--- config.mk ---
export PLATFORM = sky130hd
export DESIGN_NAME = input_cmd_decoder
export DESIGN_NICKNAME = d
export VERILOG_FILES = /design/src/rtl/input_cmd_pkg.sv /design/src/rtl/input_cmd_decoder_bit_debouncer.sv /design/src/rtl/input_cmd_decoder.sv
export SDC_FILE = /design/constraint.sdc
export NUM_CORES = 1
export LEC_CHECK = 0
export CAP_MARGIN = 20
export CORE_MARGIN = 1
export CORE_UTILIZATION = 55
export CTS_BUF_LIST = sky130_fd_sc_hd__clkbuf_16
export DETAILED_ROUTE_END_ITERATION = 6
export GPL_TIMING_DRIVEN = 0
export HOLD_SLACK_MARGIN = 0.03
export PLACE_DENSITY = 0.84
export SLEW_MARGIN = 20
export SYNTH_ARGS = -nofsm -noshare
export SYNTH_HDL_FRONTEND = slang
export SYNTH_HIERARCHICAL = 1
export SYNTH_SLANG_ARGS = --single-unit
--- constraint.sdc ---
create_clock -name clk -period 2.89 [get_ports clk]
set_clock_uncertainty 0.15 [all_clocks]
set_input_delay 0.578 -clock clk [delete_from_list [all_inputs] [get_ports clk]]
set_output_delay 0.578 -clock clk [all_outputs]
set_load 0.01 [all_outputs]
--- src/rtl/input_cmd_pkg.sv ---
// Shared types and constants for the I2C host/switch command front end.
package input_cmd_pkg;

  typedef enum logic [1:0] {
    IDLE  = 2'd0,
    ISSUE = 2'd1,
    WAIT  = 2'd2
  } state_t;

  localparam int START_IDX  = 0;
  localparam int RW_IDX     = 1;
  localparam int RST_IDX    = 2;
  localparam int DROP_CNT_W = 8;

endpackage

--- src/rtl/input_cmd_decoder_bit_debouncer.sv ---
// One input bit: SYNC_STAGES-deep synchroniser followed by a stable-count debouncer.
module bit_debouncer
  import input_cmd_pkg::*;
#(
  parameter int SYNC_STAGES     = 2,
  parameter int DEBOUNCE_CYCLES = 1000
) (
  input  logic clk,
  input  logic rst,
  input  logic i_raw,
  output logic o_deb
);

  localparam int CW = $clog2(DEBOUNCE_CYCLES + 1);

  logic [SYNC_STAGES-1:0] r_sync;
  logic [CW-1:0]          r_cnt;
  logic                   r_deb;
  logic                   w_sync_out;

  assign w_sync_out = r_sync[SYNC_STAGES-1];
  assign o_deb      = r_deb;

  // The level is accepted on the DEBOUNCE_CYCLES-th consecutive mismatching edge.
  always_ff @(posedge clk) begin
    if (rst) begin
      r_sync <= '0;
      r_cnt  <= '0;
      r_deb  <= 1'b0;
    end else begin
      r_sync <= {r_sync[SYNC_STAGES-2:0], i_raw};
      if (w_sync_out == r_deb) begin
        r_cnt <= '0;
      end else if (r_cnt == CW'(DEBOUNCE_CYCLES - 1)) begin
        r_deb <= w_sync_out;
        r_cnt <= '0;
      end else begin
        r_cnt <= r_cnt + 1'b1;
      end
    end
  end

endmodule

--- src/rtl/input_cmd_decoder.sv ---
// Command register front end: debounced inputs, start-edge detect, valid/ready
// command issue toward the I2C master, soft-reset level and overrun counting.
module input_cmd_decoder #(
  parameter int IN_W            = 8,
  parameter int START_IDX       = input_cmd_pkg::START_IDX,
  parameter int RW_IDX          = input_cmd_pkg::RW_IDX,
  parameter int RST_IDX         = input_cmd_pkg::RST_IDX,
  parameter int SYNC_STAGES     = 2,
  parameter int DEBOUNCE_CYCLES = 1000
) (
  input  logic                                 clk,
  input  logic                                 rst,
  input  logic [IN_W-1:0]                      input_signals,
  input  logic                                 cmd_ready,
  input  logic                                 core_done,
  output logic                                 cmd_valid,
  output logic                                 cmd_rw,
  output logic                                 soft_reset,
  output logic                                 busy,
  output logic                                 dropped,
  output logic [input_cmd_pkg::DROP_CNT_W-1:0] drop_count,
  output logic [IN_W-1:0]                      debounced_signals
);
  import input_cmd_pkg::*;

  localparam int ARM_CYC = SYNC_STAGES + DEBOUNCE_CYCLES;
  localparam int ARM_W   = $clog2(ARM_CYC + 1);

  logic [IN_W-1:0]       w_deb;
  logic                  w_start_rise;
  logic                  w_soft;
  logic                  r_prev;
  logic                  r_armed;
  logic [ARM_W-1:0]      r_arm_cnt;

  state_t                r_state, w_state_nxt;
  logic                  r_valid, w_valid_nxt;
  logic                  r_rw,    w_rw_nxt;
  logic                  r_busy;
  logic                  r_dropped, w_drop;
  logic [DROP_CNT_W-1:0] r_drop_cnt;

  for (genvar g = 0; g < IN_W; g++) begin : g_bit
    bit_debouncer #(
      .SYNC_STAGES     (SYNC_STAGES),
      .DEBOUNCE_CYCLES (DEBOUNCE_CYCLES)
    ) u_deb (
      .clk   (clk),
      .rst   (rst),
      .i_raw (input_signals[g]),
      .o_deb (w_deb[g])
    );
  end

  // A start level already present at reset release debounces high exactly
  // ARM_CYC edges later; only a start seen low after that window may fire.
  assign w_start_rise = w_deb[START_IDX] & ~r_prev & r_armed;
  assign w_soft       = w_deb[RST_IDX];

  always_comb begin
    w_state_nxt = r_state;
    w_valid_nxt = r_valid;
    w_rw_nxt    = r_rw;
    w_drop      = 1'b0;
    if (w_soft) begin
      w_state_nxt = IDLE;
      w_valid_nxt = 1'b0;
    end else begin
      case (r_state)
        IDLE: begin
          if (w_start_rise) begin
            w_rw_nxt    = w_deb[RW_IDX];
            w_valid_nxt = 1'b1;
            w_state_nxt = ISSUE;
          end
        end
        ISSUE: begin
          w_drop = w_start_rise;
          if (cmd_ready) begin
            w_valid_nxt = 1'b0;
            w_state_nxt = WAIT;
          end
        end
        WAIT: begin
          w_drop = w_start_rise;
          if (core_done) w_state_nxt = IDLE;
        end
        default: begin
          w_state_nxt = IDLE;
          w_valid_nxt = 1'b0;
        end
      endcase
    end
  end

  always_ff @(posedge clk) begin
    if (rst) begin
      r_state    <= IDLE;
      r_valid    <= 1'b0;
      r_rw       <= 1'b0;
      r_busy     <= 1'b0;
      r_dropped  <= 1'b0;
      r_drop_cnt <= '0;
      r_prev     <= 1'b0;
      r_armed    <= 1'b0;
      r_arm_cnt  <= '0;
    end else begin
      r_state   <= w_state_nxt;
      r_valid   <= w_valid_nxt;
      r_rw      <= w_rw_nxt;
      r_busy    <= (w_state_nxt != IDLE);
      r_dropped <= w_drop;
      r_prev    <= w_deb[START_IDX];
      if (r_arm_cnt != ARM_W'(ARM_CYC)) r_arm_cnt <= r_arm_cnt + 1'b1;
      else if (!w_deb[START_IDX])       r_armed   <= 1'b1;
      if (w_drop && (r_drop_cnt != '1)) r_drop_cnt <= r_drop_cnt + 1'b1;
    end
  end

  assign cmd_valid         = r_valid;
  assign cmd_rw            = r_rw;
  assign soft_reset        = w_soft;
  assign busy              = r_busy;
  assign dropped           = r_dropped;
  assign drop_count        = r_drop_cnt;
  assign debounced_signals = w_deb;

endmodule

# Word level (Yosys, flattened, before mapping)

Cells that the tools add are included.

Register bits after elaboration: 130
Output and inout bits: 21

Add/sub/neg operators: 10
Equality and inequality tests: 22
Muxes and demuxes: 10
Bitwise logic cells: 15
Reduce and logical (&&, ||, !) cells: 24

Operator list:

| kind                                                             | count |
|---|---|
| 10-bit by 1-bit adder with 10-bit output (second input constant) | 9 |
| 10-bit == test (second input constant)                           | 8 |
| 3-bit OR reduction                                               | 8 |
| 2-bit AND reduction                                              | 9 |
| 1-bit NOT                                                        | 13 |
| 10-bit != test (second input constant)                           | 1 |
| 8-bit by 1-bit adder with 8-bit output (second input constant)   | 1 |
| 1-bit == test                                                    | 8 |
| 2-bit 2-to-1 mux                                                 | 4 |
| 8-bit != test (second input constant)                            | 1 |
| 2-bit one-hot mux with 3 select lines                            | 1 |
| 3-bit AND reduction                                              | 2 |
| 1-bit 2-to-1 mux                                                 | 4 |
| 2-bit != test (second input constant)                            | 2 |
| 2-bit OR reduction                                               | 2 |
| 1-bit one-hot mux with 3 select lines                            | 1 |
| 1-bit bitwise AND                                                | 2 |
| 2-bit by 1-bit == test with 1-bit output (second input constant) | 1 |
| 2-bit == test (second input constant)                            | 1 |
| 2-bit logical NOT                                                | 1 |
| 2-bit nonzero test                                               | 1 |
| 1-bit logical AND                                                | 1 |

# Longest topological paths before layout

Gate-level depths: netlist (run 1).

Depth in word-level cells: 7
Depth in mapped cells: 7
Gate-level depth less buffers: 6

# Modules after synthesis

The synthesis (run 1) kept the hierarchy.

Modules (own cells, without submodules):

| module                              | instances | cells each | area an instance (um2) | sequential area each (um2) |
|---|---|---|---|---|
| bit_debouncer at g_bit[0].u_deb ... | 7         | 59         | 539.3                  | 260.2 |
| input_cmd_decoder                   | 1         | 144        | 1,262.5                | 520.5 |
| bit_debouncer at g_bit[7].u_deb     | 1         | 63         | 580.6                  | 260.2 |

# Worst setup path after synthesis (run 1)

Ideal clock, no wire load.

Path kind: reg2reg
Start point: register r_state[0]
End point: register r_drop_cnt[7], in the netlist drop_count[7]
Setup time: 121 ps
Arrival: 1,987 ps
Setup slack: 632 ps
Cell stages (with the launch flop): 7
Clock period less this slack: 2,258 ps
Path through: dfxtp_1 inv_1 ha_1 nand2b_4 or4_4 or3_1 mux2_4

Cells in the longest elaborated chain, start to end: 5

Ends and longest elaborated chain:

| what                                                                      | RTL line                 | RTL |
|---|---|---|
| start: declaration                                                        | input_cmd_decoder.sv:36  | `state_t r_state, w_state_nxt;` |
| start signal: assignment                                                  | input_cmd_decoder.sv:108 | `r_state <= w_state_nxt;` |
| 2-bit == test or 2-bit by 1-bit == test with 1-bit output (tied branches) | input_cmd_decoder.sv:69  | `case (r_state)` |
| 2-bit OR reduction (no line) (*)                                          | -                        |  |
| 1-bit 2-to-1 mux (*)                                                      | input_cmd_decoder.sv:69  |  |
| 1-bit 2-to-1 mux (*)                                                      | input_cmd_decoder.sv:65  | `if (w_soft) begin` |
| 1-bit logical AND (*)                                                     | input_cmd_decoder.sv:116 | `if (w_drop && (r_drop_cnt != '1)) r_drop_cnt <= r_drop_cnt + 1'b1;` |
| end signal: assignment                                                    | input_cmd_decoder.sv:116 |  |
| end: declaration                                                          | input_cmd_decoder.sv:41  | `logic [DROP_CNT_W-1:0] r_drop_cnt;` |

Mark *: on every way between the ends. The rest lies on a longest branch, timed or not.
A chain may end at the register's enable or synchronous reset.

# Final worst setup path (run 1)

Same ends and word-level chain as after synthesis.

==> results of run 1 <==
==> per-layer routing <==
metal  vias to the layer above  part of all wire
met1                      2232              0.45
li1                       2347                 -
met3                        19             0.034
met4                         0             0.019
met5                         -                 0
met2                       114              0.50
==> power breakdown <==
part,internal [mW],total [mW],switching [mW]
clock,1.33,2.07,0.739
sequential,1.81,1.82,0.0117
combinational,0.0322,0.0748,0.0425
==> per-stage QoR <==
step | std cells | hold WS, ns | instance area [um2] | setup TNS [ns] | setup WS [ns]
6_report | 815 | 0.288 | 6670 | 0 | 0.470
5_1_grt | 815 | 0.309 | 6670 | 0 | 0.398
4_1_cts | 815 | 0.284 | 6670 | 0 | 0.487
3_5_place_dp | 785 | 0.272 | 6100 | 0 | 0.521
3_3_place_gp | 785 | 0.267 | 6100 | -0.255 | -0.121
2_1_floorplan | 620 | 0.264 | 5620 | 0 | 0.632
==> cells in the mapped netlist, drive strengths merged, types with 2 or more instances <==
library cell  number  area, um2
a21oi             47        235
o211ai             2       15.0
nand2             45        169
or3               27        178
xor2              26        228
nor4               2       12.5
nand2b             5       38.8
nand3             32        160
nor2b             20        125
a311oi             3       26.3
inv               40        150
and3               2       12.5
and2               3       18.8
o21ai             30        150
a221oi             7       61.3
o31ai             22        165
nand4bb            8       90.1
clkbuf             3       11.3
xnor2             13        114
ha                15        188
a31oi              4       25.0
nand3b             3       22.5
buf                2       12.5
a211oi             4       30.0
nand4             12       75.1
o311ai             8        130
nor3               5       25.0
mux2i              3       30.0
nor2              63        236
dfxtp            130       2600
or4               23        176
==> state kept, by name (all words and copies together) (netlist names), 2 cells and up <==
name	count
g_bit.u_deb/r_cnt	80
g_bit.u_deb/r_sync	16
r_arm_cnt	10
drop_count	8
g_bit.u_deb/o_deb	8
r_state	2
==> path summary, 6_finish.rpt <==
kind                                                from                       end  slack [ns]  cells past startpoint
worst min register to register  g_bit[2].u_deb/r_sync[0]  g_bit[2].u_deb/r_sync[1]        0.29                      1
worst max-delay path                          r_state[0]             drop_count[7]        0.47                      6
worst min-delay path            g_bit[2].u_deb/r_sync[0]  g_bit[2].u_deb/r_sync[1]        0.29                      1
worst max register to register                r_state[0]             drop_count[7]        0.47                      6
==> worst max-delay path, cell delays in order, from the launching register on <==
cell and delay, ns:
dfxtp_1 0.41, inv_1 0.10, ha_1 0.35, nand2b_4 0.07
or4_4 0.51, or3_1 0.41, mux2_4 0.30
==> cell families after synthesis <==
| family | Yosys count |
|---|---|
| buf+inv | 45 |
| simple gates | 256 |
| compound gates | 131 |
| fa+ha+maj | 15 |
| mux | 4 |
| xor+xnor | 39 |
| flops | 130 |
==> final cells by class <==
cell class	instances	area (um2)
fill	758	3150
multi-input combinational	445	2840
sequential	130	2600
clock buffer	17	425
timing repair buffer	32	315
tap	133	166
inverter	40	150
clock inverter	13	146
buffer	5	23.8
==> out/results.ini, run 1 <==
[status]
status = completed

[placement]
gp_congestion = 0.763
placement.io_buffers = 32
hpwl_mm = 7.67

[grt]
met3_usage = 0.0475
grt_max_degree = 40
globalRouteMet1Util = 0.267
busiest_layer = met2
antenna_found_initial = 0
overflow = 0
first_global_vias = 4410
grt_pass1_wl_mm = 19.0
gr-usage-all-layers = 0.227
grt_use_met2 = 0.394

[floorplan]
ios = 33
fp.dieW_um = 103
die_y_um = 103
dieArea_um2 = 10600
num_rows = 36
coreArea_um2 = 9820
initial_utilization = 0.572

[synthesis]
syn_avg_cell_area_um2 = 9.06
async_reset_ff_frac = 0
synth_xor_area_frac = 0.0608
yosysSeqAreaShare = 0.463
synth-simple-area-share = 0.248
synth_seq_cells = 130
synthAdderAreaFrac = 0.0334
syn-num-nets = 647
synth_edf_count = 0
ys_types = 46
synth_ff_type = dfxtp_1
synthCells = 620
ys.warnings.count = 6
syn_area_um2 = 5620
muxShareOfSynthArea = 0.00802
synth_compound_area_frac = 0.156
synth_top_family_by_area = simple AND/OR/NAND/NOR gates

[clock_tree]
cts.sink_count = 130
ctsHoldBuffers = 0
cts_buffers = 17
cts_htree_levels = 4
cts_tree = built
cts-root-buf = clkbuf_16
clk_path_buf_depth = 2
cts_setup_buffers = 0
post_cts_resized = 0
path_clk_slew_ns = 0.05
clock_latency_ns = 0.41

[power]
vdd_drop_max_uv = 404
totalPowerFinal_mw = 3.97
leakage_nw = 2.19
powerDensity_nw_per_um2 = 595

[timing]
max_freq_ghz = 0.413
min_period_over_period = 0.837
setup_viol = 0
drv_slew = 0
worst_pin_slew_ns = 0.815
period_needed_ns = 2.42
relSlewSlack = 0.457
rsz0062_at_grt = no
hold_viol_final = 0

[critical_path]
worstPathArrival_ns = 2.56
crit_type = register to register
worstPathRequired_ns = 3.03
worstSetupStartpointType = register
crit_fanout = 5
crit_path_end_kind = register

[cells_and_area]
syn_to_final_growth_pct = 18.8
fin_util = 0.679
most-common-layout-cells = dfxtp_1, nor2_1, a21oi_1, nand2_1, inv_1
final_common_cell = dfxtp_1
drive_gt1_frac = 0.0733
nets = 698
num_antenna_cells = 0

[routing]
vias = 4712
routed_wl_mm = 11.5
ant_nets = 0
avgRoutedWirePerCell_um = 14.1
first_pass_iters = 5
drc = 0
drt-initial-drc-count = 246
via_per_inst = 5.78

[job]
cap_violations = 0

[min_path]
worst_hold_path_type = register to register

(Power assumes the default switching activity.)
==> run 2: changes to the inputs <==
--- a/config.mk
+++ b/config.mk
@@ -7,12 +7,12 @@
 export LEC_CHECK = 0
 export CAP_MARGIN = 20
 export CORE_MARGIN = 1
-export CORE_UTILIZATION = 55
+export CORE_UTILIZATION = 53
 export CTS_BUF_LIST = sky130_fd_sc_hd__clkbuf_16
 export DETAILED_ROUTE_END_ITERATION = 6
 export GPL_TIMING_DRIVEN = 0
 export HOLD_SLACK_MARGIN = 0.03
-export PLACE_DENSITY = 0.84
+export PLACE_DENSITY = 0.85
 export SLEW_MARGIN = 20
 export SYNTH_ARGS = -nofsm -noshare
 export SYNTH_HDL_FRONTEND = slang
==> constraint.sdc (replaced) <==
create_clock -name clk -period 1.9 [get_ports clk]
set_clock_uncertainty 0.15 [all_clocks]
set_input_delay 0.38 -clock clk [delete_from_list [all_inputs] [get_ports clk]]
set_output_delay 0.38 -clock clk [all_outputs]
set_load 0.01 [all_outputs]
==> run 2 against run 1 <==
Against the previous run:
- final cell count up 0.98%
- combinational power up 56%
- non-clock buffer count up 4
- via count down 0.15%
- first-iteration DRC count down 16%
- critical path depth unchanged
- core utilization down 1.9 points
- power up 49%
- design area up 1.8%
- critical endpoint unchanged
- flip-flop and latch count unchanged
- the flow now finishes with violations (setup timing)
- wire length down 1.2%
==> out/results.ini, run 2 (synthesized netlist as in run 1, its figures left out) <==
[floorplan]
fp.dieW_um = 105  ; +1.8%
die_y_um = 105  ; +1.8%
num_rows = 37  ; +2.8%
coreArea_um2 = 10300  ; +4.7%
dieArea_um2 = 11000  ; +3.7%
ios = 33  ; unchanged
initial_utilization = 0.547  ; -0.0255

[min_path]
holdCritStartpoint = g_bit[5].u_deb/r_sync[0]
hold_depth = 1  ; unchanged
min_to = g_bit[5].u_deb/r_sync[1]
worst_hold_path_type = register to register

[critical_path]
r2r-start = r_state[0]
worstPathArrival_ns = 2.16  ; -0.40 ns
worstSetupStartpointType = register
max_stage_delay_ns = 0.41  ; -0.10 ns
worstPathRequired_ns = 2.04  ; -0.99 ns
ff2ff_setup_slack_ns = -0.12  ; -0.59 ns
crit_path_end_kind = register
crit_type = register to register
crit_fanout = 2  ; -3
reg2reg_depth = 6  ; unchanged
r2r_end = drop_count[7]
critPathBufInv = 1  ; unchanged
crit_chain = inv_4 > ha_4 > nand2b_4 > or4_4 > or3_4 > mux2_4
slowest_stage = or4_4
cp_top_family = simple AND/OR/NAND/NOR gates

[cells_and_area]
syn_to_final_growth_pct = 20.8
nets = 702  ; +0.57%
final_common_cell = dfxtp_1
most-common-layout-cells = dfxtp_1, nor2_1, a21oi_1, nand2_1, inv_1
largest_reg_flops = 80  ; unchanged
largest_register = g_bit.u_deb/r_cnt
drive_gt1_frac = 0.0975  ; +0.0242
reg_top3 = g_bit.u_deb/r_cnt x80, g_bit.u_deb/r_sync x16, r_arm_cnt x10
num_antenna_cells = 0  ; unchanged

[timing]
rsz0062_at_grt = yes
setup_viol = 2  ; +2
relSlewSlack = 0.494  ; +0.0369
hold_viol_final = 0  ; unchanged
setup_ws_ns = -0.121  ; -0.591 ns
worst_pin_slew_ns = 0.759  ; -0.0553 ns
min_period_over_period = 1.06  ; +0.226
period_needed_ns = 2.02  ; -0.399 ns
drv_slew = 0  ; unchanged
whs_ns = 0.284  ; -0.00335 ns
max_freq_ghz = 0.495  ; +20%

[clock_tree]
cts_buffers = 17  ; unchanged
cts_tree = built
path_clk_slew_ns = 0.06  ; about the same
cts.sink_count = 130  ; unchanged
clk_path_buf_depth = 2  ; unchanged
cts-root-buf = clkbuf_16
cts_htree_levels = 4  ; unchanged
clock_latency_ns = 0.40  ; about the same
ctsHoldBuffers = 0  ; unchanged

[grt]
overflow = 0  ; unchanged
gr-usage-all-layers = 0.215  ; -0.0128
grt_pass1_wl_mm = 19.3  ; +1.6%
first_global_vias = 4559  ; +3.4%
antenna_found_initial = 0  ; unchanged
grt_max_degree = 40  ; unchanged

[power]
internal_power_mw = 4.69  ; +48%
p_sw_mw = 1.22  ; +54%
vdd_drop_max_uv = 457  ; +13%
netSwitchingFraction = 0.206  ; +0.00612
p_comb_frac = 0.020  ; about the same
leakage_nw = 2.38  ; +8.7%
clkPwrFrac = 0.512  ; -0.010
totalPowerFinal_mw = 5.91  ; +49%
p_seq_frac = 0.468  ; +0.009
powerDensity_nw_per_um2 = 871  ; +46%

[placement]
hpwl_mm = 7.57  ; -1.3%
gp_congestion = 0.850  ; +11%
placement.io_buffers = 32  ; unchanged
pre_cts_slack_ns = -0.160  ; -0.681 ns

[routing]
drt-initial-drc-count = 206  ; -16%
first_pass_iters = 5  ; unchanged
ant_nets = 0  ; unchanged
routed_wl_mm = 11.4  ; -1.2%
vias = 4705  ; -0.15%
via_per_inst = 5.72  ; -1.1%
avgRoutedWirePerCell_um = 13.8  ; -2.2%
drc = 0  ; unchanged

[job]
cap_violations = 0  ; unchanged

[status]
violations = setup timing
status = finished, violations left

[run 2: cell types whose count changed in the layout (fill, tap and decap cells not counted), sizes merged]
cell	change
clkdlybuf4s50	-14
bufinv	-1
dlygate4sd2	+7
inv	+1
dlymetal6s2s	+6
buf	+5
clkinvlp	+1
[run 2: how the worst max path moves through the flow]
stage,from,end,slack (ns),cells past startpoint
final,r_state[0],drop_count[7],-0.12,6
after CTS,r_state[0],drop_count[7],-0.12,6
after floorplan,r_state[0],drop_count[7],-0.11,6
after detailed placement,g_bit[0].u_deb/o_deb,drop_count[7],-0.16,4
after global routing,r_state[0],drop_count[7],-0.17,6
after global placement,rst,r_armed,-0.93,3
[run 2: area by class of cell]
type                    count  area [um2]
plain buffers               5        23.8
clock buffers              17         425
clock inverters            14         125
fillers                   791        3490
inverters                  40         153
multi-input cells         445        2930
flip-flops and latches    130        2620
well taps                 136         170
repair buffers             36         349
[run 2: per-stage QoR]
step / cells / instance area, um2 / TNS [ns] / util
6_report: 823 / 6790 / -0.138 / 0.661
5_1_grt: 823 / 6790 / -0.267 / 0.661
4_1_cts: 823 / 6710 / -0.147 / 0.653
3_5_place_dp: 788 / 6120 / -0.160 / 0.595
3_3_place_gp: 788 / 6120 / -90.39 / 0.596
2_1_floorplan: 620 / 5630 / -0.106 / -
[run 2: metal layers]
metal / part of all wire / up-vias / GRT usage / routed length, um
li1: - / 2355 / - / -
met1: 0.44 / 2235 / 0.243 / 4960
met2: 0.51 / 105 / 0.383 / 5820
met3: 0.041 / 10 / 0.0561 / 465
met4: 0.011 / 0 / 0.0845 / 121
met5: 0 / - / 0 / 0
[run 2: power groups by stage]
stage	Sequential, mW	Combinational [mW]	Clock, mW
floorplan	2.83	0.0616	0
global placement	2.83	0.108	0
detailed placement	2.83	0.109	0
CTS	2.77	0.111	3.07
global route	2.77	0.130	3.20
finish	2.77	0.117	3.03
[run 2: timing repair]
| item | in CTS | in global routing |
|---|---|---|
| endpoints found under the setup margin | 13 | 36 |
| cloned | 0 | 0 |
| gates resized for setup | 18 | 12 |
| setup buffers | 4 | 0 |
| pin swaps | 1 | 0 |
==> run 3: changes to the inputs <==
--- a/config.mk
+++ b/config.mk
@@ -10,6 +10,7 @@
 export CORE_UTILIZATION = 53
 export CTS_BUF_LIST = sky130_fd_sc_hd__clkbuf_16
 export DETAILED_ROUTE_END_ITERATION = 6
+export GPL_ROUTABILITY_DRIVEN = 0
 export GPL_TIMING_DRIVEN = 0
 export HOLD_SLACK_MARGIN = 0.03
 export PLACE_DENSITY = 0.85
==> results of run 3 <==
No change in the layout: final DEF, timing and power equal those of run 2.
